==> src/rtl/mm_pkg.sv <==
// rtl/mm_pkg.sv - shared matrix-multiplier beat widths and split FSM state type
package mm_pkg;

    // Shared with the operand-side concatenator so both ends agree on RATIO.
    localparam int MM_WIDE_WIDTH = 512;
    localparam int MM_BEAT_WIDTH = 256;
    localparam int MM_BEAT_RATIO = MM_WIDE_WIDTH / MM_BEAT_WIDTH;

    typedef enum logic {
        EMPTY = 1'b0,
        BUSY  = 1'b1
    } split_state_t;

endpackage

==> src/rtl/c_data_split.sv <==
// rtl/c_data_split.sv - wide-to-narrow width down-converter, LS slice first
module c_data_split
    import mm_pkg::*;
#(
    parameter int DATA_INPUT_WIDTH  = MM_WIDE_WIDTH,
    parameter int DATA_OUTPUT_WIDTH = MM_BEAT_WIDTH
) (
    input  logic                         clk,
    input  logic                         reset,
    input  logic                         valid_i,
    input  logic [DATA_INPUT_WIDTH-1:0]  data_i,
    output logic                         accepted,
    output logic [DATA_OUTPUT_WIDTH-1:0] data_o,
    output logic                         valid_o,
    output logic                         last_o,
    input  logic                         ready_i
);

    localparam int RATIO = DATA_INPUT_WIDTH / DATA_OUTPUT_WIDTH;
    localparam int CNT_W = (RATIO > 1) ? $clog2(RATIO) : 1;
    localparam logic [CNT_W-1:0] CNT_LAST   = CNT_W'(RATIO - 1);
    localparam logic [CNT_W-1:0] CNT_PENULT = CNT_W'(RATIO - 2);

    generate
        if (RATIO < 2 || RATIO * DATA_OUTPUT_WIDTH != DATA_INPUT_WIDTH) begin : g_ratio_check
            $error("c_data_split: DATA_INPUT_WIDTH must be an integer multiple >= 2 of DATA_OUTPUT_WIDTH");
        end
    endgenerate

    split_state_t                state_q;
    split_state_t                state_d;
    logic [DATA_INPUT_WIDTH-1:0] shreg;
    logic [CNT_W-1:0]            cnt;
    logic                        last_q;
    logic                        beat_take;
    logic                        last_take;
    logic                        load;

    assign valid_o   = (state_q == BUSY);
    assign last_o    = last_q;
    assign data_o    = shreg[DATA_OUTPUT_WIDTH-1:0];
    assign beat_take = valid_o & ready_i;
    assign last_take = beat_take & (cnt == CNT_LAST);
    // accepted never looks at valid_i, so upstream cannot form a comb loop through it.
    assign accepted  = (state_q == EMPTY) | last_take;
    assign load      = valid_i & accepted;

    always_ff @(posedge clk or posedge reset) begin
        if (reset) begin
            state_q <= EMPTY;
        end else begin
            state_q <= state_d;
        end
    end

    always_comb begin
        state_d = state_q;
        if (load) begin
            state_d = BUSY;
        end else if (last_take) begin
            state_d = EMPTY;
        end
    end

    // Load takes priority over drain so back-to-back words stream with no bubble.
    always_ff @(posedge clk or posedge reset) begin
        if (reset) begin
            shreg  <= '0;
            cnt    <= '0;
            last_q <= 1'b0;
        end else if (load) begin
            shreg  <= data_i;
            cnt    <= '0;
            last_q <= 1'b0;
        end else if (last_take) begin
            last_q <= 1'b0;
        end else if (beat_take) begin
            shreg  <= shreg >> DATA_OUTPUT_WIDTH;
            cnt    <= cnt + CNT_W'(1);
            last_q <= (cnt == CNT_PENULT);
        end
    end

endmodule
==> config.mk <==
export PLATFORM = sky130hd
export DESIGN_NAME = c_data_split
export DESIGN_NICKNAME = d
export VERILOG_FILES = /design/src/rtl/mm_pkg.sv /design/src/rtl/c_data_split.sv
export SDC_FILE = /design/constraint.sdc
export NUM_CORES = 1
export LEC_CHECK = 0
export BUFFER_PORTS_ARGS = -buffer_cell sky130_fd_sc_hd__buf_2
export CAP_MARGIN = 40
export CORE_AREA = 4 4 299 301
export DETAILED_ROUTE_END_ITERATION = 12
export DIE_AREA = 0 0 303 305
export MAX_ROUTING_LAYER = met4
export PLACE_DENSITY = 0.49
export SLEW_MARGIN = 10
export SYNTH_ARGS = -nofsm -noshare
export SYNTH_HDL_FRONTEND = slang
export SYNTH_SLANG_ARGS = --single-unit
==> constraint.sdc <==
create_clock -name clk -period 18.75 [get_ports clk]
set_clock_uncertainty 0.15 [all_clocks]
set_input_delay 3.75 -clock clk [delete_from_list [all_inputs] [get_ports clk]]
set_output_delay 3.75 -clock clk [all_outputs]
set_load 0.005 [all_outputs]
==> results of run 1 <==
## area by class of cell
| class | count | area, um2 |
|---|---|---|
| antenna | 25 | 62.6 |
| clock buffer | 89 | 1790 |
| clock inverter | 25 | 314 |
| fill | 9085 | 57600 |
| inverter | 35 | 139 |
| multi-input combinational | 1323 | 7920 |
| sequential | 515 | 12900 |
| tap | 1155 | 1450 |
| timing repair buffer | 812 | 4480 |
## final timing paths
kind / from / end / slack [ps] / cells after the start
min: shreg[51]$_DFFE_PP0P_ / shreg[51]$_DFFE_PP0P_ / 350 / 1
max in group asynchronous: reset / shreg[490]$_DFFE_PP0P_ / 13370 / 6
max: ready_i / accepted / 9410 / 3
min reg2reg: shreg[51]$_DFFE_PP0P_ / shreg[51]$_DFFE_PP0P_ / 350 / 1
max reg2reg: valid_o$_DFFE_PP0P_ / shreg[368]$_DFFE_PP0P_ / 14380 / 6
min in group asynchronous: reset / shreg[375]$_DFFE_PP0P_ / 2880 / 2
## critical path, delay by kind of cell
| family | cells | cell delay, ps |
|---|---|---|
| buf+inv | 2 | 940 |
| compound gates | 1 | 720 |
## cells by family after synthesis
family                 Yosys count
buffers and inverters          501
and+or+nand+nor                775
AOI/OAI and AO/OA              548
DFF                            515
## metrics by stage
| stage | power (mW) | utilization (%) | area [um2] | hold WS [ps] |
|---|---|---|---|---|
| CTS | 4.69 | 33.3 | 28900 | 359 |
| floorplan | 3.04 | - | 23700 | 330 |
| detailed placement | 3.40 | 30.9 | 26800 | 339 |
| global route | 4.93 | 33.5 | 29000 | 362 |
| global placement | 3.35 | 30.6 | 26500 | 339 |
| finish | 4.63 | 33.5 | 29000 | 353 |
## registers in the layout, indices dropped and copies added (netlist names)
name	cells
shreg	512
cnt	1
last_o	1
valid_o	1
## cell usage after synthesis, types with 29 or more instances
master | n | area [um2]
sky130_fd_sc_hd__a221oi_1 | 31 | 272
sky130_fd_sc_hd__nand3_1 | 256 | 1280
sky130_fd_sc_hd__inv_1 | 35 | 131
sky130_fd_sc_hd__a221o_1 | 225 | 2250
sky130_fd_sc_hd__clkbuf_1 | 164 | 616
sky130_fd_sc_hd__o22ai_1 | 32 | 200
sky130_fd_sc_hd__o21ai_0 | 258 | 1290
sky130_fd_sc_hd__dfrtp_1 | 515 | 12900
sky130_fd_sc_hd__nor3_1 | 31 | 155
sky130_fd_sc_hd__nand2_1 | 256 | 961
sky130_fd_sc_hd__buf_2 | 29 | 145
sky130_fd_sc_hd__and2_1 | 226 | 1410
sky130_fd_sc_hd__buf_4 | 256 | 1920
## power breakdown
part | leakage [nW] | switching (mW) | total (mW) | internal, mW
sequential | 6.55 | 0.301 | 1.93 | 1.63
combinational | 6.40 | 0.800 | 1.45 | 0.647
clock | 1.05 | 0.499 | 1.25 | 0.755
total | 14.0 | 1.60 | 4.63 | 3.03
## per-layer routing
metal,global-route usage (%),vias up,share of wire [%]
met1,22.4,9571,41
met3,4.21,127,6.8
met2,29.8,623,49
met4,5.07,0,2.4
li1,-,8887,-
met5,-,-,0
==> run_results.csv, run 1 <==
group,metric,value,unit
pwr,static-leakage-power,14.0,nW
cells_and_area,post_route_cells_drive_above_1_share,32.9,%
logic_synthesis,synth_fa_ha_area_share,0,%
worst_setup_path,worst_path_most_repeated_cell,"sky130_fd_sc_hd__buf_2",
die,die_y,305,um
timing,timing_hold_violations_final,0,
die,rows,108,
timing,finalCritPeriodShare,49.8,%
clock_tree,clock_tree_from_tritoncts,"yes",
worst_setup_path,setup.worst_path.start_class,"input port",
cells_and_area,layout.cells.most_common_list,"sky130_fd_sc_hd__buf_2 (773), sky130_fd_sc_hd__dfrtp_1 (515), sky130_fd_sc_hd__o21ai_0 (258)",
die,die_area,92400,um2
logic_synthesis,synth_enable_flop_cells,0,
run,cap_violations,0,
timing,minimum_clock_period_after_layout,9340,ps
clock_tree,hold_buffers,0,
logic_synthesis,yosysWarningCount,0,
worst_hold_path,hold_path_class,"register to register",
placed_design,gp_congestion,0.810,
worst_setup_path,critical_path.max_stage_delay,720,ps
logic_synthesis,asyncSetResetFlopFracSynth,100,%
global_route,vias_in_the_first_global_route,19600,
placed_design,dpl.cell_count,3836,
timing,rsz0062_at_grt,"false",
logic_synthesis,dominantRegCellSynth,"sky130_fd_sc_hd__dfrtp_1",
logic_synthesis,yosys.cell_types.count,22,
clock_tree,clock_tree.htree_level_count,2,
routing,drt_iter0_drc,1260,
worst_setup_path,crit_path_max_fanout,50,
pwr,ir_worst_vdd,0.0769,mV
routing,remaining_drc_errors,0,
die,io_pins,775,
die,initial_utilization,27.4,%
logic_synthesis,synth-seq-area-share,54.3,%
logic_synthesis,synth_simple_gate_area_share,16.2,%
worst_setup_path,critical_path.slowest_cell,"sky130_fd_sc_hd__a21bo_4",
routing,detail_route.wirelength,85600,um
logic_synthesis,yosys-mux-area-fraction,0,%
worst_setup_path,crit_type,"input port to primary output",
timing,setup_viol,0,
clock_tree,cts.sinks,515,
timing,worst_relative_slew_slack,25.2,%
placed_design,dp_worst_slack,9430,ps
cells_and_area,layout.cells.most_common,"sky130_fd_sc_hd__buf_2",
clock_tree,clock_latency,610,ps
clock_tree,cts_setup_buffers,0,
clock_tree,cts_buf_count,61,
global_route,grt_start_max_net_pins,205,
logic_synthesis,post_synth_instance_area,23700,um2
cells_and_area,nets,3264,
logic_synthesis,number_of_instances_in_the_synthesized_netlist,2339,
global_route,antenna_found_initial,24,
cells_and_area,instances_no_fill,3979,
worst_setup_path,critical_path.cell_chain,"buf_2 -> a21bo_4 -> buf_2",
logic_synthesis,synth_top_family_by_area,"compound AO/OA/AOI/OAI gates",
die,placeableCoreArea,86600,um2
die,die_x,303,um
logic_synthesis,synth_nets,2855,
status,status,"complete, no violations",
placed_design,dpl.hpwl,56600,um
logic_synthesis,synth_xor_xnor_area_share,0,%
timing,achievable-frequency,107,MHz
clock_tree,worst_setup_hold_path_clk_slew,60,ps
clock_tree,clk_root_buffer_cell,"sky130_fd_sc_hd__clkbuf_16",
routing,post_drt_via_cell_ratio,4.83,
global_route,global_route.overflow_total,0,
routing,wire_per_inst,21.5,um
global_route,grt_use_total,18.2,%
global_route,grt_first_pass_wirelength,127000,um
logic_synthesis,postSynthRegisterBits,515,
placed_design,placement.io_buffers,774,
pwr,cellPowerDensity,159,nW/um2
timing,worst_tran_pin_value,1120,ps
worst_setup_path,kind_of_capture_point_of_the_worst_setup_path,"primary output",
routing,vias,19200,
worst_setup_path,worst_ep_required_time,14850,ps
routing,drtPass1Iterations,5,
worst_setup_path,arrival,5440,ps
timing,finalMaxSlewViolations,0,
clock_tree,clockBufferDepth,3,
clock_tree,cts_resized,0,
logic_synthesis,synth_area_per_cell,10.1,um2
cells_and_area,layout_area_overhead,22.3,%
logic_synthesis,compound_gate_fraction_of_synth_area,17.0,%
timing,timing.final.ws_setup,9410,ps
timing,setup_tns,0,ps
routing,drtAntennaViolNets,0,
Power figures use the tool's default switching activity.
==> run 2: changes to the inputs <==
--- a/config.mk
+++ b/config.mk
@@ -5,13 +5,14 @@
 export SDC_FILE = /design/constraint.sdc
 export NUM_CORES = 1
 export LEC_CHECK = 0
+export ABC_AREA = 1
 export BUFFER_PORTS_ARGS = -buffer_cell sky130_fd_sc_hd__buf_2
 export CAP_MARGIN = 40
-export CORE_AREA = 4 4 299 301
+export CORE_AREA = 4 4 300 302
 export DETAILED_ROUTE_END_ITERATION = 12
-export DIE_AREA = 0 0 303 305
+export DIE_AREA = 0 0 304 306
 export MAX_ROUTING_LAYER = met4
-export PLACE_DENSITY = 0.49
+export PLACE_DENSITY = 0.47
 export SLEW_MARGIN = 10
 export SYNTH_ARGS = -nofsm -noshare
 export SYNTH_HDL_FRONTEND = slang
==> constraint.sdc (replaced) <==
create_clock -name clk -period 8.6 [get_ports clk]
set_clock_uncertainty 0.15 [all_clocks]
set_input_delay 1.72 -clock clk [delete_from_list [all_inputs] [get_ports clk]]
set_output_delay 1.72 -clock clk [all_outputs]
set_load 0.005 [all_outputs]
==> run_results.csv, run 2 <==
group,metric,value,unit
status,status,"complete, no violations",
logic_synthesis,synth_enable_flop_cells,0,
pwr,ir_worst_vdd,0.151,mV
routing,drtAntennaViolNets,0,
cells_and_area,largest_register_ffs,512,
die,die_y,306,um
logic_synthesis,yosys-mux-area-fraction,0,%
timing,setup_viol,0,
timing,rsz0062_at_grt,"false",
worst_setup_path,crit_type,"input port to primary output",
die,io_pins,775,
global_route,grt_start_max_net_pins,188,
logic_synthesis,dominantRegCellSynth,"sky130_fd_sc_hd__dfrtp_1",
clock_tree,worst_setup_hold_path_clk_slew,60,ps
clock_tree,clockBufferDepth,3,
worst_setup_path,kind_of_capture_point_of_the_worst_setup_path,"primary output",
die,die_x,304,um
timing,setup_tns,0,ps
placed_design,dpl.cell_count,4350,
placed_design,gp_congestion,0.827,
routing,detail_route.wirelength,85200,um
timing,finalCritPeriodShare,48.9,%
timing,achievable-frequency,238,MHz
logic_synthesis,synth_top_family_by_area,"simple AND/OR/NAND/NOR gates",
run,cap_violations,0,
clock_tree,clock_tree.htree_level_count,2,
die,die_area,93000,um2
routing,remaining_drc_errors,0,
timing,finalMaxSlewViolations,0,
timing,worst_relative_slew_slack,31.0,%
routing,drt_iter0_drc,1547,
worst_setup_path,setup.worst_path.start_class,"input port",
worst_setup_path,rr_startpoint,"valid_o$_DFFE_PP0P_",
pwr,static-leakage-power,15.4,nW
worst_hold_path,worst_hold_startpoint,"shreg[317]$_DFFE_PP0P_",
worst_hold_path,hold_path_class,"register to register",
logic_synthesis,synth_nets,3352,
cells_and_area,nets,3764,
cells_and_area,instances_no_fill,4489,
cells_and_area,registers.top_by_ff_count,"shreg",
global_route,grt_use_total,18.0,%
placed_design,dpl.hpwl,58900,um
global_route,antenna_found_initial,22,
routing,drtPass1Iterations,5,
logic_synthesis,synth_simple_gate_area_share,31.0,%
clock_tree,cts.sinks,515,
cells_and_area,post_route_cells_drive_above_1_share,27.7,%
timing,timing.final.ws_setup,4390,ps
clock_tree,cts_resized,0,
worst_setup_path,crit_path_max_fanout,3,
cells_and_area,layout.cells.most_common_list,"sky130_fd_sc_hd__nand2_1 (1029), sky130_fd_sc_hd__buf_2 (774), sky130_fd_sc_hd__nand3_1 (707)",
routing,wire_per_inst,19.0,um
die,initial_utilization,27.2,%
logic_synthesis,compound_gate_fraction_of_synth_area,1.39,%
logic_synthesis,synth_top_area_cell,"sky130_fd_sc_hd__dfrtp_1",
placed_design,dp_worst_slack,4110,ps
timing,timing_hold_violations_final,0,
worst_setup_path,arrival,2340,ps
routing,post_drt_via_cell_ratio,4.49,
pwr,cellPowerDensity,341,nW/um2
logic_synthesis,number_of_instances_in_the_synthesized_netlist,2836,
logic_synthesis,yosysWarningCount,0,
die,rows,109,
clock_tree,clock_latency,620,ps
die,placeableCoreArea,87700,um2
cells_and_area,layout_area_overhead,20.8,%
clock_tree,clock_tree_from_tritoncts,"yes",
logic_synthesis,synth_xor_xnor_area_share,0,%
cells_and_area,final_core_area_utilization,32.9,%
placed_design,placement.io_buffers,774,
logic_synthesis,synth_fa_ha_area_share,0,%
logic_synthesis,synth_top_area_share,54.0,%
logic_synthesis,yosys-top-cells-area,"sky130_fd_sc_hd__dfrtp_1 (54%), sky130_fd_sc_hd__nand2_1 (16%), sky130_fd_sc_hd__nand3_1 (15%)",
clock_tree,cts_setup_buffers,0,
global_route,grt_first_pass_wirelength,128000,um
logic_synthesis,postSynthRegisterBits,515,
global_route,global_route.overflow_total,0,
logic_synthesis,yosys.cell_types.count,13,
logic_synthesis,yosysMostFrequentCell,"sky130_fd_sc_hd__nand2_1",
cells_and_area,layout.cells.most_common,"sky130_fd_sc_hd__nand2_1",
worst_setup_path,worst_ep_required_time,6730,ps
logic_synthesis,synth_area_per_cell,8.42,um2
clock_tree,cts_buf_count,61,
global_route,vias_in_the_first_global_route,20200,
logic_synthesis,synth-seq-area-share,54.0,%
routing,vias,20100,
logic_synthesis,asyncSetResetFlopFracSynth,100,%
worst_setup_path,critical_path.startpoint,"ready_i",
clock_tree,hold_buffers,0,
timing,minimum_clock_period_after_layout,4210,ps
logic_synthesis,post_synth_instance_area,23900,um2
clock_tree,clk_root_buffer_cell,"sky130_fd_sc_hd__clkbuf_16",
timing,worst_tran_pin_value,1040,ps
logic_synthesis,post_synth_top_cells,"sky130_fd_sc_hd__nand2_1 (1030), sky130_fd_sc_hd__nand3_1 (708), sky130_fd_sc_hd__dfrtp_1 (515)",
[run 2: routing by layer]
metal  wire length [um]  share of wire [%]  GRT usage (%)  vias to the layer above
met1              36500                 43           22.5                     9728
met5                  0                  0              -                        -
met2              42000                 49           29.5                      542
met3               4110                4.8           3.34                      129
met4               2630                3.1           6.02                        0
li1                   -                  -              -                     9740
[run 2: kinds of logic (layout without fill, tap and decap cells)]
family          count (synthesis)  in the layout
compound gates                 64             64
buf+inv                       518            983
flops                         515            515
other cells                     0             23
simple gates                 1739           1739
[run 2: through the flow]
| step | total power [mW] | instance area [um2] | hold slack (ps) |
|---|---|---|---|
| after CTS | 10.0 | 28800 | 337 |
| after detailed placement | 7.24 | 26700 | 327 |
| after floorplan | 6.52 | 23900 | 316 |
| after global routing | 10.6 | 28800 | 358 |
| final | 9.85 | 28900 | 338 |
| after global placement | 7.14 | 26500 | 323 |
[run 2: final cells by class]
type                       count  area [um2]
multi-input combinational   1803        7780
inverter                      66         259
clock inverter                31         359
fill                        9481       58800
clock buffer                  85        1770
timing repair buffer         801        4290
tap                         1165        1460
antenna                       23        57.6
sequential                   515       12900
[run 2: final timing paths]
| check | depth (start not counted) | end | slack (ps) |
|---|---|---|---|
| setup reg to reg | 5 | shreg[117]$_DFFE_PP0P_ | 5500 |
| hold / removal | 2 | shreg[61]$_DFFE_PP0P_ | 340 |
| setup / recovery | 4 | accepted | 4390 |
| min in group asynchronous | 2 | shreg[13]$_DFFE_PP0P_ | 890 |
| hold reg to reg | 2 | shreg[61]$_DFFE_PP0P_ | 340 |
| max in group asynchronous | 4 | shreg[126]$_DFFE_PP0P_ | 5550 |
[run 2: report_power, final]
part | total, mW | switching (mW) | internal [mW]
Combinational | 3.02 | 1.86 | 1.17
Sequential | 4.10 | 0.605 | 3.49
Clock | 2.73 | 1.11 | 1.62
[run 2: critical path: stages]
cell and delay, ps:
sky130_fd_sc_hd__buf_2 130, sky130_fd_sc_hd__nand2_1 120, sky130_fd_sc_hd__nand2_1 180, sky130_fd_sc_hd__buf_2 190
